File: config.mk
export PLATFORM = sky130hd
export DESIGN_NAME = float2uchar
export DESIGN_NICKNAME = d
export VERILOG_FILES = /design/src/rtl/float2uchar_pkg.sv /design/src/rtl/float2uchar_classify.sv /design/src/rtl/float2uchar.sv
export SDC_FILE = /design/constraint.sdc
export NUM_CORES = 1
export LEC_CHECK = 0
export BUFFER_PORTS_ARGS = -buffer_cell sky130_fd_sc_hd__buf_2
export CAP_MARGIN = 20
export CELL_PAD_IN_SITES_DETAIL_PLACEMENT = 0
export CELL_PAD_IN_SITES_GLOBAL_PLACEMENT = 1
export CORE_ASPECT_RATIO = 1.1
export CORE_MARGIN = 1.5
export CORE_UTILIZATION = 42
export DETAILED_ROUTE_END_ITERATION = 7
export HOLD_SLACK_MARGIN = 0.03
export PLACE_DENSITY_LB_ADDON = 0.1
export SETUP_SLACK_MARGIN = 0.05
export SYNTH_ARGS = -nofsm -noshare
export SYNTH_HDL_FRONTEND = slang
export SYNTH_SLANG_ARGS = --single-unit
File: constraint.sdc
create_clock -name clk -period 2.7 [get_ports clk]
set_input_delay 0.405 -clock clk [delete_from_list [all_inputs] [get_ports clk]]
set_output_delay 0.405 -clock clk [all_outputs]
set_load 0.005 [all_outputs]
File: src/rtl/float2uchar_pkg.sv
// rtl/float2uchar_pkg.sv - shared float<->uchar constants, state and class encodings
package float2uchar_pkg;

    localparam int FLT_BIAS = 127;
    localparam int FLT_E_W  = 8;
    localparam int FLT_F_W  = 23;
    localparam int ACC_W    = FLT_F_W + 1;
    localparam int CNT_W    = 5;

    localparam logic [7:0] UCHAR_MAX = 8'd255;

    localparam logic [FLT_E_W-1:0] E_MAX      = '1;
    localparam logic [FLT_E_W-1:0] E_HALF_MAX = FLT_E_W'(FLT_BIAS - 2);
    localparam logic [FLT_E_W-1:0] E_OVF      = FLT_E_W'(FLT_BIAS + 8);
    localparam logic [FLT_E_W-1:0] SHIFT_BASE = FLT_E_W'(FLT_BIAS + FLT_F_W);

    typedef enum logic [1:0] {
        ST_IDLE  = 2'd0,
        ST_SHIFT = 2'd1,
        ST_ROUND = 2'd2,
        ST_DONE  = 2'd3
    } state_t;

    typedef enum logic [2:0] {
        CLS_ZERO    = 3'd0,
        CLS_NAN     = 3'd1,
        CLS_POS_SAT = 3'd2,
        CLS_NEG_SAT = 3'd3,
        CLS_NORMAL  = 3'd4
    } cls_t;

endpackage

File: src/rtl/float2uchar_classify.sv
// rtl/float2uchar_classify.sv - sorts a float into special cases and sets the initial shift count
module float2uchar_classify
    import float2uchar_pkg::*;
(
    input  logic               S,
    input  logic [FLT_E_W-1:0] E,
    input  logic [FLT_F_W-1:0] F,
    output cls_t               cls,
    output logic [CNT_W-1:0]   shift_cnt
);

    always_comb begin
        cls       = CLS_ZERO;
        // Only meaningful for CLS_NORMAL, where E is 126..134 and the count is 16..24.
        shift_cnt = CNT_W'(SHIFT_BASE - E);
        if (E == E_MAX) begin
            if (F != '0)
                cls = CLS_NAN;
            else
                cls = S ? CLS_NEG_SAT : CLS_POS_SAT;
        end else if (E == '0) begin
            cls = CLS_ZERO;
        end else if (S) begin
            cls = CLS_NEG_SAT;
        end else if (E <= E_HALF_MAX) begin
            cls = CLS_ZERO;
        end else if (E >= E_OVF) begin
            cls = CLS_POS_SAT;
        end else begin
            cls = CLS_NORMAL;
        end
    end

endmodule

File: src/rtl/float2uchar.sv
// rtl/float2uchar.sv - multi-cycle IEEE-754 single to rounded, clamped 8-bit unsigned converter
module float2uchar
    import float2uchar_pkg::*;
#(
    parameter int ROUND_NEAREST = 1
) (
    input  logic               clk,
    input  logic               rst,
    input  logic               in_valid,
    output logic               in_ready,
    input  logic               S,
    input  logic [FLT_E_W-1:0] E,
    input  logic [FLT_F_W-1:0] F,
    output logic               out_valid,
    input  logic               out_ready,
    output logic [7:0]         D,
    output logic               sat,
    output logic               nan
);

    state_t             state, state_nxt;
    cls_t               cls;
    logic [CNT_W-1:0]   shift_cnt;
    logic [CNT_W-1:0]   cnt;
    logic [ACC_W-1:0]   acc;
    logic               guard, sticky;
    logic               inc;
    logic [8:0]         rsum;
    logic               accept;

    float2uchar_classify u_classify (
        .S         (S),
        .E         (E),
        .F         (F),
        .cls       (cls),
        .shift_cnt (shift_cnt)
    );

    assign accept = in_valid && (state == ST_IDLE);
    assign inc    = (ROUND_NEAREST != 0) && guard && (sticky || acc[0]);
    assign rsum   = {1'b0, acc[7:0]} + {8'd0, inc};

    always_ff @(posedge clk) begin
        if (rst)
            state <= ST_IDLE;
        else
            state <= state_nxt;
    end

    always_comb begin
        state_nxt = state;
        case (state)
            ST_IDLE:  if (in_valid) state_nxt = (cls == CLS_NORMAL) ? ST_SHIFT : ST_DONE;
            ST_SHIFT: if (cnt == CNT_W'(1)) state_nxt = ST_ROUND;
            ST_ROUND: state_nxt = ST_DONE;
            ST_DONE:  if (out_ready) state_nxt = ST_IDLE;
            default:  state_nxt = ST_IDLE;
        endcase
    end

    always_comb begin
        in_ready  = (state == ST_IDLE);
        out_valid = (state == ST_DONE);
    end

    always_ff @(posedge clk) begin
        if (rst) begin
            acc    <= '0;
            guard  <= 1'b0;
            sticky <= 1'b0;
            cnt    <= '0;
            D      <= '0;
            sat    <= 1'b0;
            nan    <= 1'b0;
        end else begin
            case (state)
                ST_IDLE: begin
                    if (accept) begin
                        case (cls)
                            CLS_NAN: begin
                                D <= '0; sat <= 1'b0; nan <= 1'b1;
                            end
                            CLS_POS_SAT: begin
                                D <= UCHAR_MAX; sat <= 1'b1; nan <= 1'b0;
                            end
                            CLS_NEG_SAT: begin
                                D <= '0; sat <= 1'b1; nan <= 1'b0;
                            end
                            CLS_NORMAL: begin
                                acc    <= {1'b1, F};
                                guard  <= 1'b0;
                                sticky <= 1'b0;
                                cnt    <= shift_cnt;
                            end
                            default: begin
                                D <= '0; sat <= 1'b0; nan <= 1'b0;
                            end
                        endcase
                    end
                end
                ST_SHIFT: begin
                    sticky <= sticky | guard;
                    guard  <= acc[0];
                    acc    <= acc >> 1;
                    cnt    <= cnt - CNT_W'(1);
                end
                ST_ROUND: begin
                    // A carry out of bit 7 means rounding pushed 255.x past the byte range.
                    if (rsum[8]) begin
                        D   <= UCHAR_MAX;
                        sat <= 1'b1;
                    end else begin
                        D   <= rsum[7:0];
                        sat <= 1'b0;
                    end
                    nan <= 1'b0;
                end
                default: ;
            endcase
        end
    end

endmodule
==> results.json <==
{
  "finalMaxSlewViolations": 0,
  "endpoint_kind": "flip-flop",
  "ff2ff_setup_slack_ns": 0.55,
  "grt_max_degree": 34,
  "grt_pass1_vias": 2165,
  "status": "complete, no violations",
  "rsz0062_at_grt": "false",
  "async_reset_ff_frac": 0,
  "h-tree-depth": 2,
  "instances_no_fill": 418,
  "drc": 0,
  "min_to": "acc[5]",
  "yosysSeqAreaShare": 0.329,
  "row_count": 30,
  "maxSlewHeadroom": 0.641,
  "slowest_delay_ns": 0.42,
  "grt_pass1_wl_um": 10400,
  "cts_tree": "built",
  "area_delta_synth_final_pct": 15.8,
  "fmax_mhz": 451,
  "synth-seq-cells": 43,
  "routed_wl_um": 6240,
  "clockPowerShare": 0.178,
  "worst_r2r_path_depth": 7,
  "vias": 2299,
  "hp-start": "F[5]",
  "antennaDiodeCount": 0,
  "skew_ns": 0.00317,
  "min_period_over_period": 0.821,
  "ys.flop_type": "dfxtp_1",
  "crit_path_start_kind": "input pin",
  "clock_path_buffers": 2,
  "path_buf_inv": 3,
  "core_area_um2": 6080,
  "crit_slowest_cell": "or3_4",
  "die_x_um": 78.3,
  "netSwitchingPower_w": 0.00119,
  "io_pins": 48,
  "critical_path.top_delay_family": "simple AND/OR/NAND/NOR gates",
  "finalSetupViolCount": 0,
  "worstPathRequired_ns": 2.92,
  "layout_common_cells": "buf_2, dfxtp_1, nor3_1",
  "whs_ns": 0.450,
  "tightest_slew_ns": 0.539,
  "regArea_um2": 861,
  "n_fill_cell": 616,
  "ctsHoldBuffers": 0,
  "cp.arrival_ns": 2.43,
  "syn_inst": 293,
  "start_util": 0.431,
  "cap_violations": 0,
  "drt_iter0_drc": 56,
  "die-area_um2": 6720,
  "drive_gt1_frac": 0.260,
  "dp_hpwl_um": 4590,
  "combPwrFrac": 0.488,
  "synth_area_per_cell_um2": 8.94,
  "num-nets-final": 384,
  "cts_sinks": 43,
  "synth.distinct_cells": 53,
  "fin_setup_tns_ns": 0,
  "dpl-instance-area_um2": 2920,
  "hold_viol": 0,
  "ant_nets": 0,
  "intPower_w": 0.00172,
  "path_max_fanout": 15,
  "r2r_end": "acc[22]",
  "synth_warnings": 0,
  "cts_resized": 0,
  "first_pass_iters": 4,
  "crit_type": "input pin to flip-flop",
  "clk_latency_ns": 0.30,
  "final_common_cell": "buf_2",
  "synth.net_count": 340,
  "die_h_um": 85.8,
  "powerDensity_nw_per_um2": 960,
  "timing.rr.start": "state[0]",
  "io_buffers": 47,
  "post_cts_buffers": 0,
  "multi_input_comb_area_um2": 1590,
  "grt_usage": 0.193,
  "worstPathCellList": "buf_2, inv_1, ha_1, or2_0, or3_4, a211oi_4, buf_4, nor3_1, a211oi_1",
  "max-vdd-ir-drop_mv": 0.385,
  "p_leak_nw": 1.15,
  "place.gp.congestion": 0.797,
  "antenna_found_initial": 0,
  "viasPerCell": 5.50,
  "hp-class": "input pin to flip-flop",
  "p_seq_frac": 0.334,
  "clk_pin_slew_worst_paths_ns": 0.09,
  "stdcell_area_um2": 3030,
  "swShare": 0.410,
  "synth_area_um2": 2620,
  "setup_ws_ns": 0.484,
  "synth_edf_count": 0,
  "finalCriticalPeriod_ns": 2.22,
  "dpl.cell_count": 410,
  "holdPathStages": 3,
  "numCtsBuffers": 5,
  "ctsRootBufferMaster": "clkbuf_8",
  "wire_per_inst_um": 14.9,
  "pre_cts_ws_ns": 0.177,
  "grt-ovfl-total": 0
}
-- cells in the mapped netlist, types with 2 or more instances --
library cell | number | area [um^2]
o21a_1 | 2 | 15.0
mux2i_1 | 24 | 240
nor2_1 | 21 | 78.8
a211oi_1 | 14 | 105
ha_1 | 11 | 138
a32o_1 | 2 | 20.0
a311oi_1 | 8 | 70.1
o21ai_0 | 6 | 30.0
o22ai_1 | 2 | 12.5
buf_2 | 2 | 10.0
a21oi_1 | 10 | 50.1
nor3_1 | 30 | 150
buf_6 | 5 | 56.3
dfxtp_1 | 43 | 861
clkbuf_1 | 10 | 37.5
nor4_1 | 6 | 37.5
xor2_1 | 3 | 26.3
inv_1 | 14 | 52.6
a211oi_2 | 12 | 150
xnor2_1 | 5 | 43.8
a41o_1 | 2 | 20.0
nand4_1 | 2 | 12.5
nand2_1 | 22 | 82.6
nand3_1 | 8 | 40.0
-- metrics by stage --
step / utilization / total power, W
final: 0.499 / 0.00291
after global routing: 0.499 / 0.00313
after CTS: 0.499 / 0.00293
after detailed placement: 0.480 / 0.00241
after global placement: 0.480 / 0.00240
after floorplan: - / 0.00206
-- per-layer routing --
metal  vias up  global-route usage  routed length (um)
met3         4              0.0340                 186
met1      1078               0.252                3000
met5         -                   0                   0
met2        37               0.336                3010
met4         0              0.0341                  45
li1       1180                   -                   -
-- worst max path at each step --
stage,cells past startpoint,from,endpoint,slack (ns)
after floorplan,8,E[0],cnt[3],0.59
after global placement,9,E[0],acc[6],0.25
after detailed placement,9,E[0],acc[22],0.18
after CTS,9,E[0],acc[22],0.51
after global routing,9,E[0],acc[20],0.33
final,9,E[0],acc[22],0.48
-- worst register-to-register path, delay by kind of cell, from the launching register on --
family / cells / cell delay [ns]
AO/OA/AOI/OAI: 2 / 0.64
buffers and inverters: 2 / 0.40
adder cells (fa/ha/maj): 1 / 0.39
flip-flops: 1 / 0.34
AND/OR/NAND/NOR: 2 / 0.30
-- power by group through the flow --
stage	Clock, W	Sequential, W	Combinational, W
floorplan	0	0.000959	0.00110
finish	0.000518	0.000974	0.00142
CTS	0.000526	0.000973	0.00143
global placement	0	0.000986	0.00142
detailed placement	0	0.000987	0.00143
global route	0.000546	0.000998	0.00159
-- flip-flops by register name, summed over array words and instances, names as in the netlist --
register,flops
sat,1
guard,1
acc,24
D,8
cnt,5
sticky,1
state,2
nan,1
-- cell families (layout without fill, tap and decap cells) --
group	Yosys count	count (layout)	synth area share
DFF	43	43	0.329
buffers and inverters	33	78	0.0645
AOI/OAI and AO/OA	73	73	0.243
muxes	24	24	0.0917
adders and majority gates	11	11	0.0525
and+or+nand+nor	101	101	0.193
xor gates and xnor gates	8	8	0.0267
-- cell type report --
type                            count  share of cell area
Multi-Input combinational cell    217               0.525
Sequential cell                    43               0.284
Timing Repair Buffer               56               0.104
Tap cell                           80              0.0330
Clock buffer                        5              0.0227
Inverter                           14              0.0173
Clock inverter                      3              0.0144
(Power assumes the default switching activity.)
